$ cat src/rtl/count_slice_pkg.sv
// Shared definitions for the sliced count link receiver: default geometry and FSM states.
package count_slice_pkg;

    localparam int unsigned DEF_SLICE_W = 2;
    localparam int unsigned DEF_WORD_W  = 16;
    localparam int unsigned BEATS       = DEF_WORD_W / DEF_SLICE_W;
    localparam int unsigned BCNT_W      = $clog2(BEATS);

    typedef enum logic [1:0] {
        COLLECT,
        LAST,
        PEND
    } rx_state_t;

    function automatic int unsigned beats_of(input int unsigned word_w,
                                             input int unsigned slice_w);
        return word_w / slice_w;
    endfunction

endpackage

$ cat src/rtl/count_slice_rx.sv
// Reassembles SLICE_W-bit beats into a WORD_W-bit count word and presents it on a
// valid/ready port, flagging and counting framing errors.
module count_slice_rx
    import count_slice_pkg::*;
#(
    parameter int unsigned SLICE_W   = DEF_SLICE_W,
    parameter int unsigned WORD_W    = DEF_WORD_W,
    parameter bit          MSB_FIRST = 1'b1,
    parameter int unsigned ERR_W     = 8
) (
    input  logic               clk,
    input  logic               rst,
    input  logic               in_valid,
    output logic               in_ready,
    input  logic [SLICE_W-1:0] in_slice,
    input  logic               in_last,
    output logic               out_valid,
    input  logic               out_ready,
    output logic [WORD_W-1:0]  out_word,
    output logic               err_frame,
    output logic [ERR_W-1:0]   err_cnt
);

    localparam int unsigned NBeats = beats_of(WORD_W, SLICE_W);
    localparam int unsigned CntW   = (NBeats > 1) ? $clog2(NBeats) : 1;
    localparam logic [CntW-1:0] LastBeat = CntW'(NBeats - 1);

    if ((WORD_W % SLICE_W) != 0 || WORD_W <= SLICE_W) begin : g_bad_geometry
        $error("WORD_W must be a multiple of SLICE_W and larger than it");
    end

    rx_state_t          state_q, state_d;
    logic [CntW-1:0]    bcnt_q, bcnt_d;
    logic [WORD_W-1:0]  sh_q, sh_d, sh_next;
    logic [WORD_W-1:0]  out_word_q, out_word_d;
    logic               out_valid_q, out_valid_d;
    logic               err_frame_q, err_frame_d;
    logic [ERR_W-1:0]   err_cnt_q, err_cnt_d;
    logic               in_ready_q, in_ready_d;

    logic accept, take, at_last, good_end, frame_err, can_load;

    assign accept    = in_valid && in_ready_q;
    assign take      = out_valid_q && out_ready;
    assign at_last   = (state_q == LAST);
    assign good_end  = accept && at_last && in_last;
    assign frame_err = accept && (at_last != in_last);
    // The output register can take a fresh word if it is empty or being drained now.
    assign can_load  = !out_valid_q || out_ready;

    always_comb begin
        if (MSB_FIRST) begin
            sh_next = {sh_q[WORD_W-SLICE_W-1:0], in_slice};
        end else begin
            sh_next = {in_slice, sh_q[WORD_W-1:SLICE_W]};
        end
    end

    // State register
    always_ff @(posedge clk or negedge rst) begin
        if (!rst) begin
            state_q <= COLLECT;
        end else begin
            state_q <= state_d;
        end
    end

    // Next-state logic
    always_comb begin
        state_d = state_q;
        unique case (state_q)
            COLLECT: begin
                if (accept && !in_last && bcnt_q == LastBeat - 1'b1) begin
                    state_d = LAST;
                end
            end
            LAST: begin
                if (accept) begin
                    state_d = (good_end && !can_load) ? PEND : COLLECT;
                end
            end
            PEND: begin
                if (take) begin
                    state_d = COLLECT;
                end
            end
            default: state_d = COLLECT;
        endcase
    end

    // Output / datapath logic
    always_comb begin
        bcnt_d      = bcnt_q;
        sh_d        = sh_q;
        out_word_d  = out_word_q;
        out_valid_d = out_valid_q;
        err_frame_d = 1'b0;
        err_cnt_d   = err_cnt_q;
        in_ready_d  = (state_d != PEND);

        if (take) begin
            out_valid_d = 1'b0;
        end
        if (state_q == PEND && take) begin
            out_word_d  = sh_q;
            out_valid_d = 1'b1;
        end

        if (accept) begin
            if (frame_err) begin
                bcnt_d      = '0;
                sh_d        = '0;
                err_frame_d = 1'b1;
                if (err_cnt_q != '1) begin
                    err_cnt_d = err_cnt_q + 1'b1;
                end
            end else if (good_end) begin
                bcnt_d = '0;
                sh_d   = sh_next;
                if (can_load) begin
                    out_word_d  = sh_next;
                    out_valid_d = 1'b1;
                end
            end else begin
                bcnt_d = bcnt_q + 1'b1;
                sh_d   = sh_next;
            end
        end
    end

    always_ff @(posedge clk or negedge rst) begin
        if (!rst) begin
            bcnt_q      <= '0;
            sh_q        <= '0;
            out_word_q  <= '0;
            out_valid_q <= 1'b0;
            err_frame_q <= 1'b0;
            err_cnt_q   <= '0;
            in_ready_q  <= 1'b0;
        end else begin
            bcnt_q      <= bcnt_d;
            sh_q        <= sh_d;
            out_word_q  <= out_word_d;
            out_valid_q <= out_valid_d;
            err_frame_q <= err_frame_d;
            err_cnt_q   <= err_cnt_d;
            in_ready_q  <= in_ready_d;
        end
    end

    assign in_ready  = in_ready_q;
    assign out_valid = out_valid_q;
    assign out_word  = out_word_q;
    assign err_frame = err_frame_q;
    assign err_cnt   = err_cnt_q;

endmodule

$ cat config.mk
export PLATFORM = sky130hd
export DESIGN_NAME = count_slice_rx
export DESIGN_NICKNAME = d
export VERILOG_FILES = /design/src/rtl/count_slice_pkg.sv /design/src/rtl/count_slice_rx.sv
export SDC_FILE = /design/constraint.sdc
export NUM_CORES = 1
export LEC_CHECK = 0
export ABC_AREA = 0
export ABC_CLOCK_PERIOD_IN_PS = 1450
export CORE_AREA = 2 2 96 98
export CTS_BUF_LIST = sky130_fd_sc_hd__clkbuf_8 sky130_fd_sc_hd__clkbuf_16
export CTS_CLUSTER_DIAMETER = 200
export DETAILED_ROUTE_END_ITERATION = 12
export DIE_AREA = 0 0 98 100
export PLACE_DENSITY = 0.5
export SLEW_MARGIN = 40
export SYNTH_ARGS = -nofsm -noshare
export SYNTH_HDL_FRONTEND = slang
export SYNTH_SLANG_ARGS = --single-unit
$ cat constraint.sdc
create_clock -name clk -period 1.45 [get_ports clk]
set_input_delay 0.29 -clock clk [delete_from_list [all_inputs] [get_ports clk]]
set_output_delay 0.29 -clock clk [all_outputs]
set_load 0.02 [all_outputs]
==> reports/qor.yml <==
run_status:
  status: "finished clean"
worst_setup_path:
  crit_required_ns: 1.64
  arrival_ns: 1.64
  critical_path_class: "reg2reg"
  ff2ff_path_depth: 5
  r2r_end: "err_cnt[1]"
  setup.worst_path.end_class: "flip-flop"
  setup.worst_path.start_class: "flip-flop"
  r2r_slack_ns: 0.002
  crit_path_max_fanout: 4
  r2r-start: "err_cnt[1]"
global_route:
  grt_use_total_pct: 9.419
  antenna_found_initial: 0
  grt_pass1_wl_um: 7493
  first_global_vias: 1531
  grt_overflow_total: 0
  grt_max_degree: 41
layout:
  mostFrequentLayoutCell: "dfrtp_1"
  area_delta_synth_final_pct: 36.23
  layout_common_cells: "dfrtp_1, dlygate4sd2_1, a21oi_1, buf_4"
  nFillCells: 910
  instances_no_fill: 347
  multi_input_area_sq_um: 918.4
  final_nets: 245
  antenna_cells: 0
  drive_above_1_share_pct: 24.58
  utilization_pct: 32.65
  seqCellArea_sq_um: 1204
logic_synthesis:
  async_reset_ff_share_pct: 100.0
  syn_area_sq_um: 2131
  synth_edf_count: 0
  synthXorXnorAreaFrac_pct: 3.347
  avgSynthCellArea_sq_um: 11.64
  synth_top_family_by_area: "compound AO/OA/AOI/OAI gates"
  synth_top_area_cell: "dfrtp_1"
  syn_nets: 193
  synthAdderAreaFrac_pct: 1.762
  synth_compound_area_share_pct: 12.57
  synth.area.top_cells: "dfrtp_1, mux2i_1, a22o_1, a21oi_1, nor2_1"
  synth_ff_type: "dfrtp_1"
  ys_types: 32
  ys_ff_latch: 48
  netlist_instances: 183
  yosysTopAreaCellShare_pct: 56.37
  ys_seq_area_share_pct: 56.37
  synth_mux_area_share_pct: 9.102
  synth-simple-area-share_pct: 12.57
  ys_warn_count: 0
pwr:
  p_leak_nw: 1.545
  p_switching_w: 0.0004980
  switching_share_pct: 22.18
  p_comb_share_pct: 3.1
  powerDensity_nw_per_um2: 773.3
  vdd_ir_drop_max_mv: 0.3121
  seqPwrFrac_pct: 59.6
  clockPowerShare_pct: 37.4
  p_int_w: 0.001747
die:
  die-area_sq_um: 9800
  ios: 34
  row_count: 35
  core_sq_um: 8890
  start_util_pct: 23.97
  chipHeight_um: 100
  die_w_um: 98
placement:
  gp_congestion: 0.7073
  dpl.hpwl_um: 2961
  post-place-cells: 333
  port_buffers: 33
clock_network:
  cts_tree: "done"
  clk_pin_slew_worst_paths_ns: 0.09
  cts_root_buf: "clkbuf_8"
  cts_inserted_buffers: 5
  cts.path.max_buffers: 2
  ctsHtreeMaxLevel: 2
  cts.sinks: 48
  clk_latency_ns: 0.30
sta:
  finalClockSkew_ns: 0.006021
  max-slew-margin-rel_pct: 77.31
  post-route-period-util_pct: 99.88
  setup_violations: 0
  slew_violations: 0
  fin_tns_setup_ns: 0
  rsz0062_at_grt: "true"
  max_freq_mhz: 690.5
  max_slew.worst_pin.slew_ns: 0.3356
  hold_viol: 0
  min_period_ns: 1.448
drt:
  viasPerCell: 4.542
  drtIter0Drc: 59
  dr.pass1.iters: 4
  wl_per_cell_um: 13.62
  drc: 0
  drt-total-wl_um: 4727
  vias: 1576
  ant_nets: 0
flow_run:
  maxCapViolCount: 0
min_path:
  hp-class: "in2async"
[sequential cells by signal, summed over array words and instances (netlist names)]
signal     cells
err_cnt        8
state_q        2
out_word      16
sh_q          16
in_ready       1
bcnt_q         3
err_frame      1
out_valid      1
[metal layers]
layer | track usage [%] | up-vias | wire [um]
met3 | 3.064 | 2 | 197
met1 | 12.93 | 783 | 2351
met5 | 0 | - | 0
met4 | 2.457 | 0 | 14
met2 | 14.44 | 28 | 2164
li1 | - | 763 | -
[worst max-delay path by stage]
stage,startpoint,endpoint,slack [ns],cells after the start
final,err_cnt[1],err_cnt[1],0.002,5
after global routing,state_q[1],err_cnt[2],-0.04,4
after CTS,err_cnt[1],err_cnt[1],-0.002,2
after detailed placement,in_valid,bcnt_q[1],-0.38,5
after global placement,in_valid,err_cnt[7],-0.29,4
after floorplan,state_q[0],err_cnt[2],-0.03,5
[worst max-delay path, stage by stage, from the launching register on]
cell,delay [ns]
dfrtp_2,0.45
ha_4,0.17
nand3_2,0.09
nor2_2,0.06
nor3_2,0.25
mux2_4,0.32
[final cells by class]
| class | count | area share [%] |
|---|---|---|
| multi-input combinational | 119 | 31.64 |
| timing repair buffer | 57 | 18.36 |
| tap | 111 | 4.784 |
| sequential | 48 | 41.47 |
| inverter | 4 | 0.5172 |
| clock inverter | 2 | 0.3879 |
| clock buffer | 6 | 2.845 |
[cells in the mapped netlist, types with 2 or more instances]
master / n
a21oi_1: 17
a22o_1: 16
and2_1: 2
buf_4: 2
buf_6: 3
clkbuf_1: 5
dfrtp_1: 48
ha_1: 3
inv_1: 4
mux2_2: 3
mux2i_1: 16
nand2_1: 5
nand2b_1: 5
nand3_1: 5
nand4_1: 3
nor2_1: 20
nor3_1: 2
nor4_1: 4
o21ai_0: 3
o41ai_1: 2
xnor2_1: 2
xor2_1: 3
[timing repair]
action / in CTS / in global routing
gates resized for setup: 31 / 18
pin swaps: 0 / 9
hold endpoints to repair: 8 / 0
setup buffers: 0 / 4
cloned: 0 / 1
setup endpoints to repair: 29 / 40
hold buffers: 1 / 0
[cell families after synthesis]
kind of cell / after synthesis
xor+xnor: 6
simple gates: 52
flops: 48
mux: 19
buf+inv: 16
fa+ha+maj: 3
compound gates: 39
[per-stage QoR]
stage                     hold slack (ns)  worst slack, ns  power (W)  instance area [sq um]
after floorplan                 -0.005591         -0.02761   0.001377                   2165
after global placement             0.1663          -0.2907   0.001433                   2706
after detailed placement           0.1675          -0.3775   0.001433                   2706
after CTS                          0.3752        -0.002046   0.002286                   2793
after global routing               0.3859         -0.04416   0.002340                   2903
final                              0.3728         0.001711   0.002245                   2903
[power groups by stage]
stage                     clock (W)  sequential (W)  combinational [W]
after detailed placement          0         0.00136          0.0000691
after global placement            0         0.00136          0.0000688
final                      0.000839         0.00134          0.0000690
after CTS                  0.000877         0.00134          0.0000721
after global routing       0.000924         0.00134          0.0000780
after floorplan                   0         0.00136          0.0000131
(Power assumes the default switching activity.)
